`src/rtl/bus_gate_arbiter_if.sv`:
```
// Bus-ownership handshake between the per-source request logic and the
// gate arbiter. The requester side drives arb_en/req; the arbiter side
// returns the registered gate vector plus status.
interface bus_gate_arbiter_if;
  logic       arb_en;
  logic [3:0] req;
  logic [3:0] gate;
  logic [1:0] owner;
  logic       busy;
  logic       timeout;

  modport master (
    output arb_en,
    output req,
    input  gate,
    input  owner,
    input  busy,
    input  timeout
  );

  modport slave (
    input  arb_en,
    input  req,
    output gate,
    output owner,
    output busy,
    output timeout
  );
endinterface

```
`src/rtl/bus_gate_arbiter.sv`:
```
// Round-robin owner sequencer for the shared 16-bit datapath bus.
// Bit order everywhere is {MARMUX, PC, ALU, MDR} = bit3..bit0.
// The gate vector comes straight from a register so the bus mux select
// never glitches. A released or timed-out owner drops to lowest priority.
module bus_gate_arbiter #(
  parameter int MAX_HOLD   = 8,
  parameter int CNT_W      = 4,
  parameter int TURNAROUND = 1
) (
  input  logic                Clk,
  input  logic                Reset_n,
  bus_gate_arbiter_if.slave   bus
);

  typedef enum logic [1:0] {
    IDLE  = 2'd0,
    GRANT = 2'd1,
    TURN  = 2'd2
  } state_t;

  localparam logic [CNT_W-1:0] HOLD_LIMIT = CNT_W'(MAX_HOLD);
  localparam logic [CNT_W-1:0] HOLD_SAT   = {CNT_W{1'b1}};
  localparam logic [CNT_W-1:0] HOLD_ONE   = {{(CNT_W-1){1'b0}}, 1'b1};

  state_t           r_state;
  logic [3:0]       r_gate;
  logic [1:0]       r_owner;
  logic [1:0]       r_ptr;
  logic [CNT_W-1:0] r_holdCnt;
  logic             r_timeout;

  state_t           w_nextState;
  logic [3:0]       w_gate;
  logic [1:0]       w_owner;
  logic [1:0]       w_ptr;
  logic [CNT_W-1:0] w_holdCnt;
  logic             w_timeout;

  logic [3:0]       w_ownerHot;
  logic [1:0]       w_rotPtr;
  logic [2:0]       w_idlePick;
  logic [2:0]       w_handPick;
  logic             w_release;
  logic             w_expire;

  // Returns {found, index} of the first requester searching start,
  // start-1, ... with wrap; later loop passes are closer to start and win.
  function automatic logic [2:0] pickWinner(input logic [3:0] reqs,
                                            input logic [1:0] start);
    logic [2:0] result;
    logic [1:0] idx;
    result = 3'b000;
    for (int i = 3; i >= 0; i--) begin
      idx = start - 2'(i);
      if (reqs[idx]) begin
        result = {1'b1, idx};
      end
    end
    return result;
  endfunction

  assign w_ownerHot = 4'b0001 << r_owner;
  assign w_rotPtr   = r_owner - 2'd1;
  assign w_idlePick = pickWinner(bus.req, r_ptr);
  assign w_handPick = pickWinner(bus.req & ~w_ownerHot, w_rotPtr);
  assign w_release  = ~bus.req[r_owner];
  assign w_expire   = (MAX_HOLD != 0) && (r_holdCnt == HOLD_LIMIT) && !w_release;

  // Next-state and next-grant decode; a release always wins over an expiry.
  always_comb begin
    w_nextState = r_state;
    w_gate      = r_gate;
    w_owner     = r_owner;
    w_ptr       = r_ptr;
    w_holdCnt   = r_holdCnt;
    w_timeout   = 1'b0;
    case (r_state)
      GRANT: begin
        if (w_release || w_expire) begin
          w_ptr     = w_rotPtr;
          w_timeout = w_expire;
          w_gate    = 4'b0000;
          w_holdCnt = '0;
          if (TURNAROUND != 0) begin
            w_nextState = TURN;
          end else if (bus.arb_en && w_handPick[2]) begin
            w_gate      = 4'b0001 << w_handPick[1:0];
            w_owner     = w_handPick[1:0];
            w_holdCnt   = HOLD_ONE;
            w_nextState = GRANT;
          end else begin
            w_nextState = IDLE;
          end
        end else if (r_holdCnt != HOLD_SAT) begin
          w_holdCnt = r_holdCnt + HOLD_ONE;
        end
      end
      default: begin
        w_gate      = 4'b0000;
        w_nextState = IDLE;
        if (bus.arb_en && w_idlePick[2]) begin
          w_gate      = 4'b0001 << w_idlePick[1:0];
          w_owner     = w_idlePick[1:0];
          w_holdCnt   = HOLD_ONE;
          w_nextState = GRANT;
        end
      end
    endcase
  end

  // State and output registers; reset clears the gate immediately.
  always_ff @(posedge Clk or negedge Reset_n) begin
    if (!Reset_n) begin
      r_state   <= IDLE;
      r_gate    <= 4'b0000;
      r_owner   <= 2'd0;
      r_ptr     <= 2'd3;
      r_holdCnt <= '0;
      r_timeout <= 1'b0;
    end else begin
      r_state   <= w_nextState;
      r_gate    <= w_gate;
      r_owner   <= w_owner;
      r_ptr     <= w_ptr;
      r_holdCnt <= w_holdCnt;
      r_timeout <= w_timeout;
    end
  end

  assign bus.gate    = r_gate;
  assign bus.owner   = r_owner;
  assign bus.busy    = |r_gate;
  assign bus.timeout = r_timeout;

endmodule

```
`src/flat_wrapper.sv`:
```
// flat-port wrapper written by rule: the top's interface ports become plain ports
module bus_gate_arbiter_flat 
#(
  parameter int MAX_HOLD   = 8,
  parameter int CNT_W      = 4,
  parameter int TURNAROUND = 1
)
  (Clk, Reset_n, bus_arb_en, bus_req, bus_gate, bus_owner, bus_busy, bus_timeout);
  bus_gate_arbiter_if bus_i ();
  input  logic Clk;
  input  logic Reset_n;
  input wire logic [$bits(bus_i.arb_en)-1:0] bus_arb_en;
  input wire logic [$bits(bus_i.req)-1:0] bus_req;
  output wire logic [$bits(bus_i.gate)-1:0] bus_gate;
  output wire logic [$bits(bus_i.owner)-1:0] bus_owner;
  output wire logic [$bits(bus_i.busy)-1:0] bus_busy;
  output wire logic [$bits(bus_i.timeout)-1:0] bus_timeout;
  assign bus_i.arb_en = bus_arb_en;
  assign bus_i.req = bus_req;
  assign bus_gate = bus_i.gate;
  assign bus_owner = bus_i.owner;
  assign bus_busy = bus_i.busy;
  assign bus_timeout = bus_i.timeout;
  bus_gate_arbiter #(.MAX_HOLD(MAX_HOLD), .CNT_W(CNT_W), .TURNAROUND(TURNAROUND)) u_core (.Clk(Clk), .Reset_n(Reset_n), .bus(bus_i));
endmodule
```
`config.mk`:
```
export PLATFORM = sky130hd
export DESIGN_NAME = bus_gate_arbiter_flat
export DESIGN_NICKNAME = d
export VERILOG_FILES = /design/src/rtl/bus_gate_arbiter_if.sv /design/src/rtl/bus_gate_arbiter.sv /design/src/flat_wrapper.sv
export SDC_FILE = /design/constraint.sdc
export NUM_CORES = 1
export LEC_CHECK = 0
export CORE_AREA = 2 2 53 55
export CTS_BUF_LIST = sky130_fd_sc_hd__clkbuf_16
export DETAILED_ROUTE_END_ITERATION = 10
export DIE_AREA = 0 0 55 57
export GPL_ROUTABILITY_DRIVEN = 0
export GPL_TIMING_DRIVEN = 0
export PLACE_DENSITY = 0.54
export SLEW_MARGIN = 10
export SYNTH_ARGS = -nofsm -noshare
export SYNTH_HDL_FRONTEND = slang
export SYNTH_SLANG_ARGS = --single-unit
export TNS_END_PERCENT = 30
```
`constraint.sdc`:
```
create_clock -name Clk -period 2.45 [get_ports Clk]
set_input_delay 0.245 -clock Clk [delete_from_list [all_inputs] [get_ports Clk]]
set_output_delay 0.245 -clock Clk [all_outputs]
set_load 0.05 [all_outputs]
```
## After elaboration in Yosys (flattened, before gate mapping)

Cells that the tools add are included.

| storage, ports and cells | value |
|---|---|
| bits in registers | 15 |
| input port bits | 7 |
| output and inout port bits | 8 |

| operators by class | value |
|---|---|
| add/sub/neg operators | 5 |
| $lt $le $gt $ge | 5 |
| equal/unequal tests | 5 |
| shifts and indexed selects | 1 |
| mux-type cells | 26 |
| bitwise logic cells | 2 |
| reduce and logical (&&, ||, !) cells | 8 |

Operators by type and width:

| cell | number |
|---|---|
| $mux W4 | 7 |
| $lt A2 B3 Y1 const B | 5 |
| $mux W3 | 4 |
| $bmux W1 S2 | 5 |
| $mux W1 | 8 |
| $reduce_and A2 Y1 | 3 |
| $add A4 B1 Y4 const B | 1 |
| $eq A4 B4 Y1 const B | 1 |
| $mux W2 | 2 |
| $ne A4 B4 Y1 const B | 1 |
| $reduce_or A4 Y1 | 1 |
| $shl A1 B2 Y4 const A | 1 |
| $sub A2 B1 Y2 const B | 2 |
| $sub A2 B2 Y2 const B | 2 |
| $ne A3 B1 Y1 const B | 1 |
| $eq A2 B1 Y1 const B | 1 |
| $logic_and A1 B1 Y1 | 2 |
| $ne A2 B1 Y1 const B | 1 |
| $not A1 Y1 | 2 |
| $reduce_bool A2 Y1 | 1 |
| $logic_or A1 B1 Y1 | 1 |

## Logic depth before layout (Yosys ltp)

| depth | value |
|---|---|
| depth in word-level cells | 10 |
| gate-level depth with buffers | 7 |
| mapped depth without buffers | 6 |

## Worst setup path after synthesis

No wires, ideal clock.

| timing path | value |
|---|---|
| path type | reg-to-reg |
| from | reg u_core.r_owner[0], in the netlist u_core.bus.owner[0] |
| to | reg u_core.r_holdCnt[2] |
| arrival time | 1.973 ns |
| required time | 2.326 ns |
| slack | 0.353 ns |
| cell stages (with the launch flop) | 7 |
| period minus slack after synthesis | 2.097 ns |
| cell sequence | dfrtp_1 > buf_6 > mux4_2 > and3_1 > buf_6 > and3b_1 > a211o_1 |

| between the ends | value |
|---|---|
| word-level cells in the longest chain between the ends | 6 |
| elaborated cells on any way between the ends | 9 |
| classes of those cells | 1 x eq/ne; 4 x mux; 1 x bitwise; 3 x reduce/logical |

Ends and longest elaborated chain:

| element | RTL line | source |
|---|---|---|
| start: declaration | bus_gate_arbiter.sv:27 | `logic [1:0] r_owner;` |
| start signal: assignment | bus_gate_arbiter.sv:123 | `r_owner <= w_owner;` |
| $bmux W1 S2 (*) | bus_gate_arbiter.sv:66 | `assign w_release = ~bus.req[r_owner];` |
| $mux W1 (not written as such) (*) | bus_gate_arbiter.sv:66 |  |
| $logic_and A1 B1 Y1 or $not A1 Y1 (tied branches) | bus_gate_arbiter.sv:67, bus_gate_arbiter.sv:66 |  |
| $logic_or A1 B1 Y1 (*) | bus_gate_arbiter.sv:79 | `if (w_release \|\| w_expire) begin` |
| $ne A3 B1 Y1 (no source line) or $mux W4 (tied branches) | -- |  |
| $reduce_and A2 Y1 (no source line) or $mux W4 (tied branches) | -- |  |
| end signal: assignment | bus_gate_arbiter.sv:125 | `r_holdCnt <= w_holdCnt;` |
| end: declaration | bus_gate_arbiter.sv:29 | `logic [CNT_W-1:0] r_holdCnt;` |

Every way passes the cells marked *; elsewhere a longest branch is shown, timed or not. The select of a mux whose other input is x is not followed.
A chain may end at the register's enable or synchronous reset.

## Worst setup path in the final report

| timing path | value |
|---|---|
| from | reg u_core.r_gate[1], in the netlist u_core.bus.gate[1] |
| to | out bus_busy |

| between the ends | value |
|---|---|
| word-level cells in the longest chain between the ends | 1 |

Ends and longest elaborated chain:

| element | RTL line | source |
|---|---|---|
| start: declaration | bus_gate_arbiter.sv:26 | `logic [3:0] r_gate;` |
| start signal: assignment | bus_gate_arbiter.sv:122 | `r_gate <= w_gate;` |
| $reduce_or A4 Y1 | bus_gate_arbiter.sv:132 | `assign bus.busy = \|r_gate;` |
| end: declaration | flat_wrapper.sv:16 | `output wire logic [$bits(bus_i.busy)-1:0] bus_busy;` |

No other way between the ends.

==> results.yml <==
synthesis:
  post_synth_inst_count: 79
  sequential_cell_area_fraction_in_the_yosys_report: 0.439
  synth-warning-count: 0
  synthDominantCellAreaShare: 0.378
  syn-mean-instance-area_um2: 10.9
  ys.flop_type: "dfrtp_1"
  synthesis.nets: 88
  netlist_top_cells_area: "dfrtp_1 38%, dfstp_2 6.1%, a32o_2 3.9%"
  unique_masters_post_synth: 37
  synthesis.area_um2: 861
  netlist.top_cell.by_area: "dfrtp_1"
  synth-seq-cells: 15
  synth_edf_count: 0
  synthArstFlopShare: 1.00
power_and_ir_drop:
  power.share.switching: 0.409
  p_int_uw: 879
  part_of_the_power_in_combinational_logic: 0.505
  seq_power_share: 0.281
  peakVddDrop_mv: 0.635
  power_spent_charging_and_discharging_nets_uw: 609
  pwr_density_cell_nw_per_um2: 1330
  power.static_leakage_nw: 0.500
  clock_power_share: 0.213
  fin_total_pwr_mw: 1.49
worst_setup_path:
  cp.buffers_inverters: 1
  worstPathCellList: "or4_1 -> clkdlybuf4s50_1"
  setup.worst_path.class: "flip-flop to output port"
  critical_path_peak_fanout: 3
  crit_slowest_cell: "clkdlybuf4s50_1"
  crit_path_end_kind: "output port"
  critPathMaxStageDelay_ns: 0.71
  critPathLaunchType: "flip-flop"
  worstSetupPathDepth: 2
  cpLargestDelayFamily: "buffers and inverters"
  data_required_time_of_the_worst_path_ns: 2.20
  worst_ep_arrival_time_ns: 1.86
  r2r.worst_path.cells: 6
detailed_routing:
  detail_route.iter0.violations: 14
  wirelength_um: 1820
  avgRoutedWirePerCell_um: 14.3
  post_drt_via_cell_ratio: 5.30
  detailedRoute.firstPassIterationCount: 4
  route.vias.total: 678
  ant_nets: 0
  drt_drc_violations_left: 0
global_routing:
  grt_util_all_layers: 0.142
  gr-usage-met3: 0.0445
  grt_max_degree: 16
  top_usage_layer: "met1"
  grt-ovfl-total: 0
  gr-usage-met1: 0.196
  antenna_found_initial: 0
  vias_in_the_first_global_route: 661
  grt_pass1_wl_um: 3110
  groute.layer.met2.usage: 0.187
run:
  cap_viol_max_count: 0
status:
  outcome: "complete, no violations"
clocking:
  buffer_depth_of_the_longest_clock_path: 2
  cts_htree_levels: 1
  cts_inserted_buffers: 3
  cts_post_setup_buffers_inserted: 0
  postCtsResizedCells: 0
  tritoncts: "yes"
  root_driver: "clkbuf_16"
  insertion_delay_ns: 0.25
  cts.sink_count: 15
  cts.hold.buffers_added: 0
  clk_pin_slew_ns: 0.05
finish:
  area.growth.synth_to_final_pct: 29.9
  post-route-util: 0.428
  final_net_count: 107
  final_cell_mix: "14 x clkdlybuf4s50_1, 13 x dfrtp_1, 5 x inv_1, 5 x nand2_1, 5 x a21oi_1"
  final_common_cell: "clkdlybuf4s50_1"
  diodes: 0
  final_layout_size_suffix_gt1_frac: 0.134
floorplan:
  io_pins: 15
  floorplan.die.width_um: 55
  placementRows: 19
  initial_utilization: 0.329
  dieHeight_um: 57
  die_area_um2: 3140
  coreArea_um2: 2620
timing:
  actual_transition_at_the_worst_max_transition_pin_ns: 0.708
  clock_skew_ns: 0.00225
  slew-limit-headroom: 0.527
  finalSetupTns_ns: 0
  fin_crit_sh: 0.861
  finalWorstPathRequiredPeriod_ns: 2.11
  report.final.setup_viol: 0
  fmaxAchievable_mhz: 474
  final_max_slew_viol_count: 0
  fin_hold_ws_ns: 0.425
  grt_setup_unrepaired: "false"
  report.final.hold_viol_count: 0
placement:
  detailedPlacementHpwl_um: 1350
  place.port_buffers: 14
min_path:
  hold_class: "input port to async pin"
[flip-flops by register name, summed over array words and instances (netlist names)]
register	flops
u_core.bus.timeout	1
u_core.bus.owner	2
u_core.r_ptr	2
u_core.r_state	2
u_core.bus.gate	4
u_core.r_holdCnt	4
[metrics by stage]
step	setup WS [ns]	instance area [um2]	instances
floorplan	0.353	861	79
global placement	0.289	1040	124
detailed placement	0.293	1040	124
CTS	0.341	1120	128
global route	0.311	1120	128
finish	0.341	1120	128
[logic make-up (layout without fill, tap and decap cells)]
| family | Yosys count | after routing | share of synthesized area |
|---|---|---|---|
| AND/OR/NAND/NOR | 24 | 24 | 0.163 |
| flip-flops | 15 | 15 | 0.439 |
| buffers and inverters | 7 | 25 | 0.0480 |
| XOR/XNOR | 2 | 2 | 0.0204 |
| multiplexers | 8 | 8 | 0.113 |
| adder cells (fa/ha/maj) | 2 | 2 | 0.0291 |
| AO/OA/AOI/OAI | 21 | 21 | 0.187 |
[path summary, 6_finish.rpt]
| kind | start | slack, ns | end |
|---|---|---|---|
| setup / recovery | u_core.bus.gate[1] | 0.34 | bus_busy |
| hold / removal | Reset_n | 0.43 | u_core.bus.owner[0] |
| setup reg to reg | u_core.bus.owner[0] | 0.62 | u_core.r_holdCnt[2] |
| hold reg to reg | u_core.bus.gate[2] | 0.49 | u_core.bus.gate[2] |
| max in group asynchronous | Reset_n | 1.58 | u_core.r_holdCnt[3] |
| min in group Clk | u_core.bus.gate[2] | 0.49 | u_core.bus.gate[2] |
[per-layer routing]
layer,up-vias,part of all wire
li1,334,-
met1,329,0.49
met2,11,0.44
met3,4,0.042
met4,0,0.026
met5,-,0
[power groups by stage]
stage	clock, mW	sequential [mW]	combinational (mW)
3_5_place_dp	0	0.423	0.757
4_1_cts	0.322	0.420	0.758
3_3_place_gp	0	0.422	0.749
5_1_grt	0.334	0.437	0.809
2_1_floorplan	0	0.532	0.435
6_report	0.317	0.419	0.752
[worst register-to-register path, stage by stage (launching register included)]
cell	delay [ns]
dfrtp_1	0.35
buf_6	0.13
mux4_2	0.51
and3_1	0.17
buf_6	0.13
and3b_1	0.17
a211o_1	0.25
[layout make-up]
cell class	count	area, um2
clock inverters	1	3.75
fillers	260	1500
well taps	31	38.8
repair buffers	14	140
clock buffers	3	75.1
inverters	4	15.0
plain buffers	3	26.3
multi-input cells	57	442
flip-flops and latches	15	378
[cells in the mapped netlist (3+ instances only)]
| master | n |
|---|---|
| dfrtp_1 | 13 |
| nand2_1 | 5 |
| mux2i_1 | 3 |
| inv_1 | 4 |
| a32o_2 | 3 |
| nor2_1 | 3 |
| a21oi_1 | 5 |
(Power assumes the default switching activity.)
